$ cat config.mk
export PLATFORM = sky130hd
export DESIGN_NAME = axi_stream_packet_source_flat
export DESIGN_NICKNAME = d
export VERILOG_FILES = /design/src/rtl/axi_stream_packet_source_if.sv /design/src/rtl/axi_stream_packet_source.sv /design/src/flat_wrapper.sv
export SDC_FILE = /design/constraint.sdc
export NUM_CORES = 1
export LEC_CHECK = 0
export CORE_MARGIN = 1.5
export CORE_UTILIZATION = 52
export DETAILED_ROUTE_END_ITERATION = 12
export MAX_ROUTING_LAYER = met4
export PLACE_DENSITY = 0.85
export RECOVER_POWER = 100
export SLEW_MARGIN = 10
export SYNTH_ARGS = -nofsm -noshare
export SYNTH_HDL_FRONTEND = slang
export SYNTH_SLANG_ARGS = --single-unit
$ cat constraint.sdc
create_clock -name clk -period 5.35 [get_ports clk]
set_clock_uncertainty 0.15 [all_clocks]
set_input_delay 0.8025 -clock clk [delete_from_list [all_inputs] [get_ports clk]]
set_output_delay 0.8025 -clock clk [all_outputs]
set_load 0.05 [all_outputs]
$ cat src/rtl/axi_stream_packet_source_if.sv
//------------------------------------------------------------------------------
// Module   : axi_stream_packet_source_if
// Brief    : Command and AXI4-Stream bundle for the packet source.
// Revision : 1.0 - initial release
//------------------------------------------------------------------------------
`default_nettype none

interface axi_stream_packet_source_if #(
  parameter int BYTE_WIDTH = 4,
  parameter int ID_WIDTH   = 1,
  parameter int LEN_WIDTH  = 16
);
  logic                    cmd_valid;
  logic                    cmd_ready;
  logic [LEN_WIDTH-1:0]    cmd_len;
  logic [ID_WIDTH-1:0]     cmd_id;
  logic [7:0]              cmd_seed;

  logic                    tvalid;
  logic                    tready;
  logic [8*BYTE_WIDTH-1:0] tdata;
  logic [BYTE_WIDTH-1:0]   tstrb;
  logic [BYTE_WIDTH-1:0]   tkeep;
  logic                    tlast;
  logic [ID_WIDTH-1:0]     tid;

  // The packet source itself.
  modport master (
    input  cmd_valid, cmd_len, cmd_id, cmd_seed, tready,
    output cmd_ready, tvalid, tdata, tstrb, tkeep, tlast, tid
  );

  // Command producer and stream consumer.
  modport slave (
    output cmd_valid, cmd_len, cmd_id, cmd_seed, tready,
    input  cmd_ready, tvalid, tdata, tstrb, tkeep, tlast, tid
  );
endinterface

`default_nettype wire

$ cat src/rtl/axi_stream_packet_source.sv
//------------------------------------------------------------------------------
// Module   : axi_stream_packet_source
// Brief    : AXI4-Stream master emitting one seeded byte-ramp packet per command.
// Revision : 1.0 - initial release
//------------------------------------------------------------------------------
`default_nettype none

module axi_stream_packet_source #(
  parameter int BYTE_WIDTH  = 4,
  parameter int ID_WIDTH    = 1,
  parameter int LEN_WIDTH   = 16,
  parameter int COUNT_WIDTH = 16
) (
  input  logic                          clk,
  input  logic                          resetn,
  axi_stream_packet_source_if.master    bus,
  output logic                          busy,
  output logic [COUNT_WIDTH-1:0]        pkt_count
);

  localparam int LOG2_BW = $clog2(BYTE_WIDTH);
  localparam int BEAT_W  = LEN_WIDTH - LOG2_BW + 1;
  localparam int IDX_W   = BEAT_W + LOG2_BW;

  typedef enum logic [0:0] {
    IDLE = 1'b0,
    SEND = 1'b1
  } state_t;

  state_t                  r_state;
  logic [LEN_WIDTH-1:0]    r_len;
  logic [7:0]              r_seed;
  logic [BEAT_W-1:0]       r_beat;
  logic                    r_tvalid;
  logic [8*BYTE_WIDTH-1:0] r_tdata;
  logic [BYTE_WIDTH-1:0]   r_tkeep;
  logic                    r_tlast;
  logic [ID_WIDTH-1:0]     r_tid;
  logic [COUNT_WIDTH-1:0]  r_pkt_count;

  logic [LEN_WIDTH-1:0]    w_src_len;
  logic [7:0]              w_src_seed;
  logic [BEAT_W-1:0]       w_src_beat;
  logic [BEAT_W-1:0]       w_last_beat;
  logic                    w_src_last;
  logic [8*BYTE_WIDTH-1:0] w_data;
  logic [BYTE_WIDTH-1:0]   w_keep;

  // The beat builder prepares beat 0 of the offered command while idle and the
  // beat after the one on the bus while sending, so every output is registered.
  always_comb begin
    w_src_len  = r_len;
    w_src_seed = r_seed;
    w_src_beat = r_beat + BEAT_W'(1);
    if (r_state == IDLE) begin
      w_src_len  = bus.cmd_len;
      w_src_seed = bus.cmd_seed;
      w_src_beat = '0;
    end
  end

  assign w_last_beat = BEAT_W'((w_src_len - LEN_WIDTH'(1)) >> LOG2_BW);
  assign w_src_last  = (w_src_beat == w_last_beat);

  for (genvar k = 0; k < BYTE_WIDTH; k++) begin : g_lane
    logic [IDX_W-1:0] w_idx;
    assign w_idx = (IDX_W'(w_src_beat) << LOG2_BW) | IDX_W'(k);
    assign w_keep[k] = (w_idx < IDX_W'(w_src_len));
    assign w_data[8*k +: 8] = w_keep[k] ? (w_src_seed + 8'(w_idx)) : 8'h00;
  end

  always_ff @(posedge clk) begin
    if (!resetn) begin
      r_state     <= IDLE;
      r_len       <= '0;
      r_seed      <= '0;
      r_beat      <= '0;
      r_tvalid    <= 1'b0;
      r_tdata     <= '0;
      r_tkeep     <= '0;
      r_tlast     <= 1'b0;
      r_tid       <= '0;
      r_pkt_count <= '0;
    end else begin
      case (r_state)
        IDLE: begin
          // Zero-length commands are consumed here without leaving IDLE.
          if (bus.cmd_valid && (bus.cmd_len != '0)) begin
            r_state  <= SEND;
            r_len    <= bus.cmd_len;
            r_seed   <= bus.cmd_seed;
            r_beat   <= '0;
            r_tvalid <= 1'b1;
            r_tdata  <= w_data;
            r_tkeep  <= w_keep;
            r_tlast  <= w_src_last;
            r_tid    <= bus.cmd_id;
          end
        end
        SEND: begin
          if (bus.tready) begin
            if (r_tlast) begin
              r_state     <= IDLE;
              r_tvalid    <= 1'b0;
              r_tlast     <= 1'b0;
              r_pkt_count <= r_pkt_count + COUNT_WIDTH'(1);
            end else begin
              r_beat  <= r_beat + BEAT_W'(1);
              r_tdata <= w_data;
              r_tkeep <= w_keep;
              r_tlast <= w_src_last;
            end
          end
        end
        default: r_state <= IDLE;
      endcase
    end
  end

  assign bus.cmd_ready = (r_state == IDLE) && resetn;
  assign bus.tvalid    = r_tvalid;
  assign bus.tdata     = r_tdata;
  assign bus.tkeep     = r_tkeep;
  assign bus.tstrb     = r_tkeep;
  assign bus.tlast     = r_tlast;
  assign bus.tid       = r_tid;
  assign busy          = (r_state == SEND);
  assign pkt_count     = r_pkt_count;

endmodule

`default_nettype wire

$ cat src/flat_wrapper.sv
// flat-port wrapper written by rule: the top's interface ports become plain ports
module axi_stream_packet_source_flat 
#(
  parameter int BYTE_WIDTH  = 4,
  parameter int ID_WIDTH    = 1,
  parameter int LEN_WIDTH   = 16,
  parameter int COUNT_WIDTH = 16
)
  (clk, resetn, busy, pkt_count, bus_cmd_valid, bus_cmd_len, bus_cmd_id, bus_cmd_seed, bus_tready, bus_cmd_ready, bus_tvalid, bus_tdata, bus_tstrb, bus_tkeep, bus_tlast, bus_tid);
  axi_stream_packet_source_if #(.BYTE_WIDTH(BYTE_WIDTH), .ID_WIDTH(ID_WIDTH), .LEN_WIDTH(LEN_WIDTH)) bus_i ();
  input  logic clk;
  input  logic resetn;
  output logic busy;
  output logic [COUNT_WIDTH-1:0] pkt_count;
  input wire logic [$bits(bus_i.cmd_valid)-1:0] bus_cmd_valid;
  input wire logic [$bits(bus_i.cmd_len)-1:0] bus_cmd_len;
  input wire logic [$bits(bus_i.cmd_id)-1:0] bus_cmd_id;
  input wire logic [$bits(bus_i.cmd_seed)-1:0] bus_cmd_seed;
  input wire logic [$bits(bus_i.tready)-1:0] bus_tready;
  output wire logic [$bits(bus_i.cmd_ready)-1:0] bus_cmd_ready;
  output wire logic [$bits(bus_i.tvalid)-1:0] bus_tvalid;
  output wire logic [$bits(bus_i.tdata)-1:0] bus_tdata;
  output wire logic [$bits(bus_i.tstrb)-1:0] bus_tstrb;
  output wire logic [$bits(bus_i.tkeep)-1:0] bus_tkeep;
  output wire logic [$bits(bus_i.tlast)-1:0] bus_tlast;
  output wire logic [$bits(bus_i.tid)-1:0] bus_tid;
  assign bus_i.cmd_valid = bus_cmd_valid;
  assign bus_i.cmd_len = bus_cmd_len;
  assign bus_i.cmd_id = bus_cmd_id;
  assign bus_i.cmd_seed = bus_cmd_seed;
  assign bus_i.tready = bus_tready;
  assign bus_cmd_ready = bus_i.cmd_ready;
  assign bus_tvalid = bus_i.tvalid;
  assign bus_tdata = bus_i.tdata;
  assign bus_tstrb = bus_i.tstrb;
  assign bus_tkeep = bus_i.tkeep;
  assign bus_tlast = bus_i.tlast;
  assign bus_tid = bus_i.tid;
  axi_stream_packet_source #(.BYTE_WIDTH(BYTE_WIDTH), .ID_WIDTH(ID_WIDTH), .LEN_WIDTH(LEN_WIDTH), .COUNT_WIDTH(COUNT_WIDTH)) u_core (.clk(clk), .resetn(resetn), .bus(bus_i), .busy(busy), .pkt_count(pkt_count));
endmodule
Word level (Yosys, flattened, before mapping)
Index checks and enable logic that the tools add are counted.
{"block": "word_totals", "wordCells": 66, "ff_bits": 95}
{"block": "op_classes", "order_cmp": 4, "bitwise": 1, "add_sub_neg": 7, "mux": 31, "n_eq_ne": 5, "n_reduce_logical": 8}
{"op": "$mux W32", "n": 3}
{"op": "$lt A17 B16 Y1", "n": 4}
{"op": "$pmux W32 S2", "n": 1}
{"op": "$mux W15", "n": 4}
{"op": "$mux W8", "n": 5}
{"op": "$add A8 B8 Y8", "n": 4}
{"op": "$pmux W15 S2", "n": 1}
{"op": "$add A16 B1 Y16 const B", "n": 1}
{"op": "$mux W16", "n": 1}
{"op": "$reduce_bool A16 Y1", "n": 1}
{"op": "$sub A16 B1 Y16 const B", "n": 1}
{"op": "$add A15 B1 Y15 const B", "n": 1}
{"op": "$eq A15 B14 Y1", "n": 1}
{"op": "$mux W4", "n": 3}
{"op": "$mux W1", "n": 9}
{"op": "$reduce_and A3 Y1", "n": 3}
{"op": "$ne A2 B2 Y1 const B", "n": 4}
{"op": "$pmux W4 S2", "n": 1}
{"op": "$pmux W1 S2", "n": 3}
{"op": "$reduce_and A2 Y1", "n": 2}
{"op": "$logic_and A1 B1 Y1", "n": 2}
{"op": "$not A1 Y1", "n": 1}

Logic depth before layout (Yosys ltp)
{"block": "logic_depth", "ltp_word": 7, "mapped_depth": 16, "mapped_depth_nobuf": 15}

Worst setup path after synthesis
Ideal clock, no wire load.
{"block": "synth_path", "path_kind": "reg-to-reg", "from": "register u_core.r_state, in the netlist u_core.busy", "to": "register u_core.r_tdata[22], in the netlist u_core.bus.tdata[22]", "path_slack_ns": 1.216, "n_path_buf": 6, "path_stages_with_launch": 17, "arrival_ns": 3.850, "setup_ns": 0.134, "path_cell_list": "dfxtp_1 -> buf_6 -> buf_4 -> buf_2 -> buf_2 -> buf_2 -> buf_2 -> mux2i_1 -> inv_1 -> ha_1 -> fa_1 -> a21o_1 -> a21oi_1 -> o21ai_0 -> xor2_1 -> a22oi_2 -> nor2_2"}
{"block": "synth_via", "elab_chain_cells": 6, "elab_cells_between_ends": 15, "classes_between": "1 x add/sub; 1 x order compare; 3 x eq/ne; 8 x mux; 1 x bitwise; 1 x reduce/logical"}
{"item": "start, declared", "line_no": "axi_stream_packet_source.sv:30", "text": "state_t r_state;"}
{"item": "start signal, assigned", "line_no": "axi_stream_packet_source.sv:74", "text": "r_state <= IDLE;"}
{"item": "start signal, assigned", "line_no": "axi_stream_packet_source.sv:89", "text": "r_state <= SEND;"}
{"item": "start signal, assigned", "line_no": "axi_stream_packet_source.sv:103", "text": "r_state <= IDLE;"}
{"item": "$mux W15 (tied with other cells)", "line_no": "axi_stream_packet_source.sv:55", "text": "if (r_state == IDLE) begin"}
{"item": "$lt A17 B16 Y1 or $add A8 B8 Y8 (tied branches)", "line_no": "axi_stream_packet_source.sv:68, axi_stream_packet_source.sv:69"}
{"item": "$mux W8", "line_no": "axi_stream_packet_source.sv:69", "text": "assign w_data[8*k +: 8] = w_keep[k] ? (w_src_seed + 8'(w_idx)) : 8'h00;"}
{"item": "$mux W32", "line_no": "axi_stream_packet_source.sv:102", "text": "if (r_tlast) begin"}
{"item": "$mux W32", "line_no": "axi_stream_packet_source.sv:101", "text": "if (bus.tready) begin"}
{"item": "$pmux W32 S2", "line_no": "axi_stream_packet_source.sv:85", "text": "case (r_state)"}
{"item": "end signal, assigned", "line_no": "axi_stream_packet_source.sv:94", "text": "r_tdata <= w_data;"}
{"item": "end signal, assigned", "line_no": "axi_stream_packet_source.sv:109", "text": "r_tdata <= w_data;"}
{"item": "end, declared", "line_no": "axi_stream_packet_source.sv:35", "text": "logic [8*BYTE_WIDTH-1:0] r_tdata;"}
Parallel ways exist; a longest one is shown, timed or not. The select of a mux whose other input is x is not followed.
A chain may end at the register's enable or synchronous reset.

Worst setup path after layout
{"block": "layout_path", "from": "register u_core.r_state, in the netlist u_core.busy", "to": "register u_core.r_tdata[13], in the netlist u_core.bus.tdata[13]"}
The elaborated chain is that of the path after synthesis.

==> impl_metrics.env <==
export IMPL_status="complete, but fails checks"
export IMPL_violations="max-capacitance violations, max-slew violations"
export IMPL_p_per_area_nw_per_um2=273.1
export IMPL_post_route_drc_count=0
export IMPL_portBuffers=89
export IMPL_area_growth_synth_to_final_pct=18.10
export IMPL_multi_input_area_sq_um=3630
export IMPL_sequentialPowerShare_pct=40.5
export IMPL_grt_pass1_wl_mm=24.85
export IMPL_p_clk_share_pct=34.9
export IMPL_crit_path_start_kind="flip-flop"
export IMPL_swShare_pct=32.95
export IMPL_crit_path_start="u_core.busy$_SDFF_PN0_"
export IMPL_ir_worst_vdd_uv=166.9
export IMPL_path_common_cell="a21o_1"
export IMPL_worst_slack_ns=0.8562
export IMPL_nets=785
export IMPL_core_rowCount=38
export IMPL_pre_cts_ws_ns=1.397
export IMPL_synth_top_area_share_pct=32.03
export IMPL_crit_buf_inv=1
export IMPL_finalSetupViolations=0
export IMPL_maxSlewViolCount=92
export IMPL_track_usage_pct=27.28
export IMPL_cellLeakagePower_nw=3.130
export IMPL_gp_congestion=0.9291
export IMPL_ff_latch_area_sq_um=1902
export IMPL_die_h_microns=109.9
export IMPL_wl_mm=15.34
export IMPL_cts_tree="yes"
export IMPL_clk_pin_slew_worst_paths_ns=0.07
export IMPL_max_cap_viol_count=2
export IMPL_crit_required_ns=5.46
export IMPL_async_flop_share_pct=0
export IMPL_intPower_mw=1.284
export IMPL_overflow=0
export IMPL_period_share_pct=84.00
export IMPL_reg2reg_from="u_core.busy$_SDFF_PN0_"
export IMPL_die_area_sq_um=12070
export IMPL_fmax_ghz=0.2225
export IMPL_synth_most_common_cell="dfxtp_1"
export IMPL_syn_area_sq_um=5938
export IMPL_syn_avg_cell_area_sq_um=8.943
export IMPL_first_global_vias=5155
export IMPL_viasPerCell=5.900
export IMPL_tightest_slew_ns=3.020
export IMPL_core_area_sq_um=10980
export IMPL_htreeDepth=3
export IMPL_synthTopCellsByCount="dfxtp_1 (95), nor2_1 (89), mux2i_1 (46), xor2_1 (33), nand2_1 (31)"
export IMPL_die_x_microns=109.9
export IMPL_ys_seq_elements=95
export IMPL_insertion_delay_ns=0.36
export IMPL_power_share_combinational_pct=24.6
export IMPL_critPathMaxStageDelay_ns=1.26
export IMPL_place_hpwl_mm=10.98
export IMPL_nFillCells=852
export IMPL_n_antenna_cell=0
export IMPL_drtIter0Drc=338
export IMPL_cts_buffers_inserted=9
export IMPL_ys_flop_type="dfxtp_1"
export IMPL_yosysSeqAreaShare_pct=32.03
export IMPL_synth_warnings=0
export IMPL_crit_chain="buf_4 -> mux2i_2 -> ha_1 -> a21o_1 -> a21o_1 -> a21o_1 -> o21ai_0 -> nor4b_4 -> and2_1 -> a22oi_1 -> nor2_2"
export IMPL_synthCells=664
export IMPL_cts_max_path_buffers=2
export IMPL_hp_class="reg -> reg"
export IMPL_cp_arrival_ns=4.60
export IMPL_synth_edf_count=0
export IMPL_relSlewSlack_pct=-101.4
export IMPL_crit_type="reg -> reg"
export IMPL_rsz0062_at_grt="no"
export IMPL_clock_sinks=95
export IMPL_path_delay_family="flip-flops"
export IMPL_hold_buffers=0
export IMPL_p_sw_uw=631.1
export IMPL_worstSetupEndpointType="flip-flop"
export IMPL_holdCritStartpoint="u_core.bus.tvalid$_SDFFE_PN0P_"
export IMPL_start_util_pct=54.07
export IMPL_final_layout_size_suffix_gt1_share_pct=10.91
export IMPL_synth_top_cell_by_area="dfxtp_1"
export IMPL_cts_root_buffer="clkbuf_16"
export IMPL_ant_nets=0
export IMPL_cpMaxStageDelayCell="dfxtp_1"
export IMPL_post_route_min_period_ns=4.494
export IMPL_setup_tns_ns=0
export IMPL_ctsResizeCount=0
export IMPL_io_pins=90
export IMPL_antenna_found_initial=0
export IMPL_worstPathMaxFanout=35
export IMPL_synth_cell_types=65
export IMPL_ys_top_cells_by_area="dfxtp_1 (32%), mux2i_1 (7.8%), nor2_1 (5.6%), ha_1 (5.5%), a22oi_2 (5.1%)"
export IMPL_grt_max_degree=61
export IMPL_wire_per_inst_microns=17.57
export IMPL_synth_nets=721
export IMPL_route_vias_total=5151
export IMPL_drt_first_pass_iters=5
export IMPL_post_cts_setup_buffers=0
export IMPL_hold_viol=0
[per-stage QoR]
step                power (mW)  utilization, %  std cells  cell area, sq um  hold WS [ns]
global route             1.989           63.85        873              7013        0.3664
floorplan                1.148               -        664              5938        0.3076
CTS                      1.944           65.05        873              7144        0.3353
finish                   1.916           63.85        873              7013        0.3248
detailed placement       1.283           62.27        857              6839        0.2992
global placement         1.269           62.27        857              6839        0.3136
[cells by family after synthesis]
kind of cell / Yosys count / synth area share [%]
AO/OA/AOI/OAI: 120 / 15.19
XOR/XNOR: 64 / 9.692
adder cells (fa/ha/maj): 28 / 6.153
buffers and inverters: 61 / 5.057
flip-flops: 95 / 32.03
multiplexers: 58 / 10.35
AND/OR/NAND/NOR: 238 / 21.53
[placed cells by master, fill, tap and decap left out, types with 9 or more instances in the layout]
master	instances
nand4_1	9
clkdlybuf4s50_1	27
o21ai_0	16
inv_1	19
nand3_1	19
ha_1	26
dfxtp_1	95
nor2_1	89
and3_1	9
xor2_1	33
nor2_2	25
mux2i_1	46
clkbuf_16	9
a21o_1	11
a22oi_1	29
a21oi_1	30
xnor2_1	30
dlygate4sd3_1	62
nand2_1	31
nor3_1	11
[tightest hold or removal path, cell delays in order (launching register included)]
cell and delay [ns]:
dfxtp_1 0.32, nand2_1 0.05, a21oi_1 0.06
[path summary, 6_finish.rpt]
check                                                         end  slack [ns]  depth (start not counted)
worst max-delay path            u_core.bus.tdata[13]$_SDFFE_PN0P_        0.86                         11
worst min-delay path               u_core.bus.tvalid$_SDFFE_PN0P_        0.32                          2
worst max register to register  u_core.bus.tdata[13]$_SDFFE_PN0P_        0.86                         11
worst min register to register     u_core.bus.tvalid$_SDFFE_PN0P_        0.32                          2
[final cells by class]
| cell class | instances | share of cell area (%) |
|---|---|---|
| clock buffers | 9 | 3.211 |
| clock inverters | 7 | 1.142 |
| inverters | 20 | 1.088 |
| multi-input cells | 508 | 51.76 |
| flip-flops and latches | 95 | 27.12 |
| well taps | 140 | 2.498 |
| repair buffers | 94 | 13.18 |
[routing by layer]
metal / GRT usage, % / up-vias / part of all wire [%]
met5: - / - / 0
met4: 7.978 / 0 / 1.7
met3: 6.580 / 28 / 7.1
met2: 45.74 / 188 / 49
met1: 32.44 / 2491 / 42
li1: - / 2444 / -
[power groups by stage]
stage / clock network [mW] / registers [mW] / logic, mW
after global routing: 0.705 / 0.780 / 0.503
after detailed placement: 0 / 0.795 / 0.488
after CTS: 0.671 / 0.779 / 0.495
after global placement: 0 / 0.793 / 0.476
after floorplan: 0 / 0.871 / 0.277
final: 0.668 / 0.776 / 0.471
[flip-flops by register name, indices dropped and copies added, names as in the netlist]
signal / cells
u_core.busy: 1
u_core.r_seed: 8
u_core.bus.tkeep: 4
u_core.bus.tid: 1
u_core.r_len: 16
u_core.bus.tvalid: 1
u_core.pkt_count: 16
u_core.r_beat: 15
u_core.bus.tlast: 1
u_core.bus.tdata: 32
No activity file was read; power rests on OpenSTA's default activity.
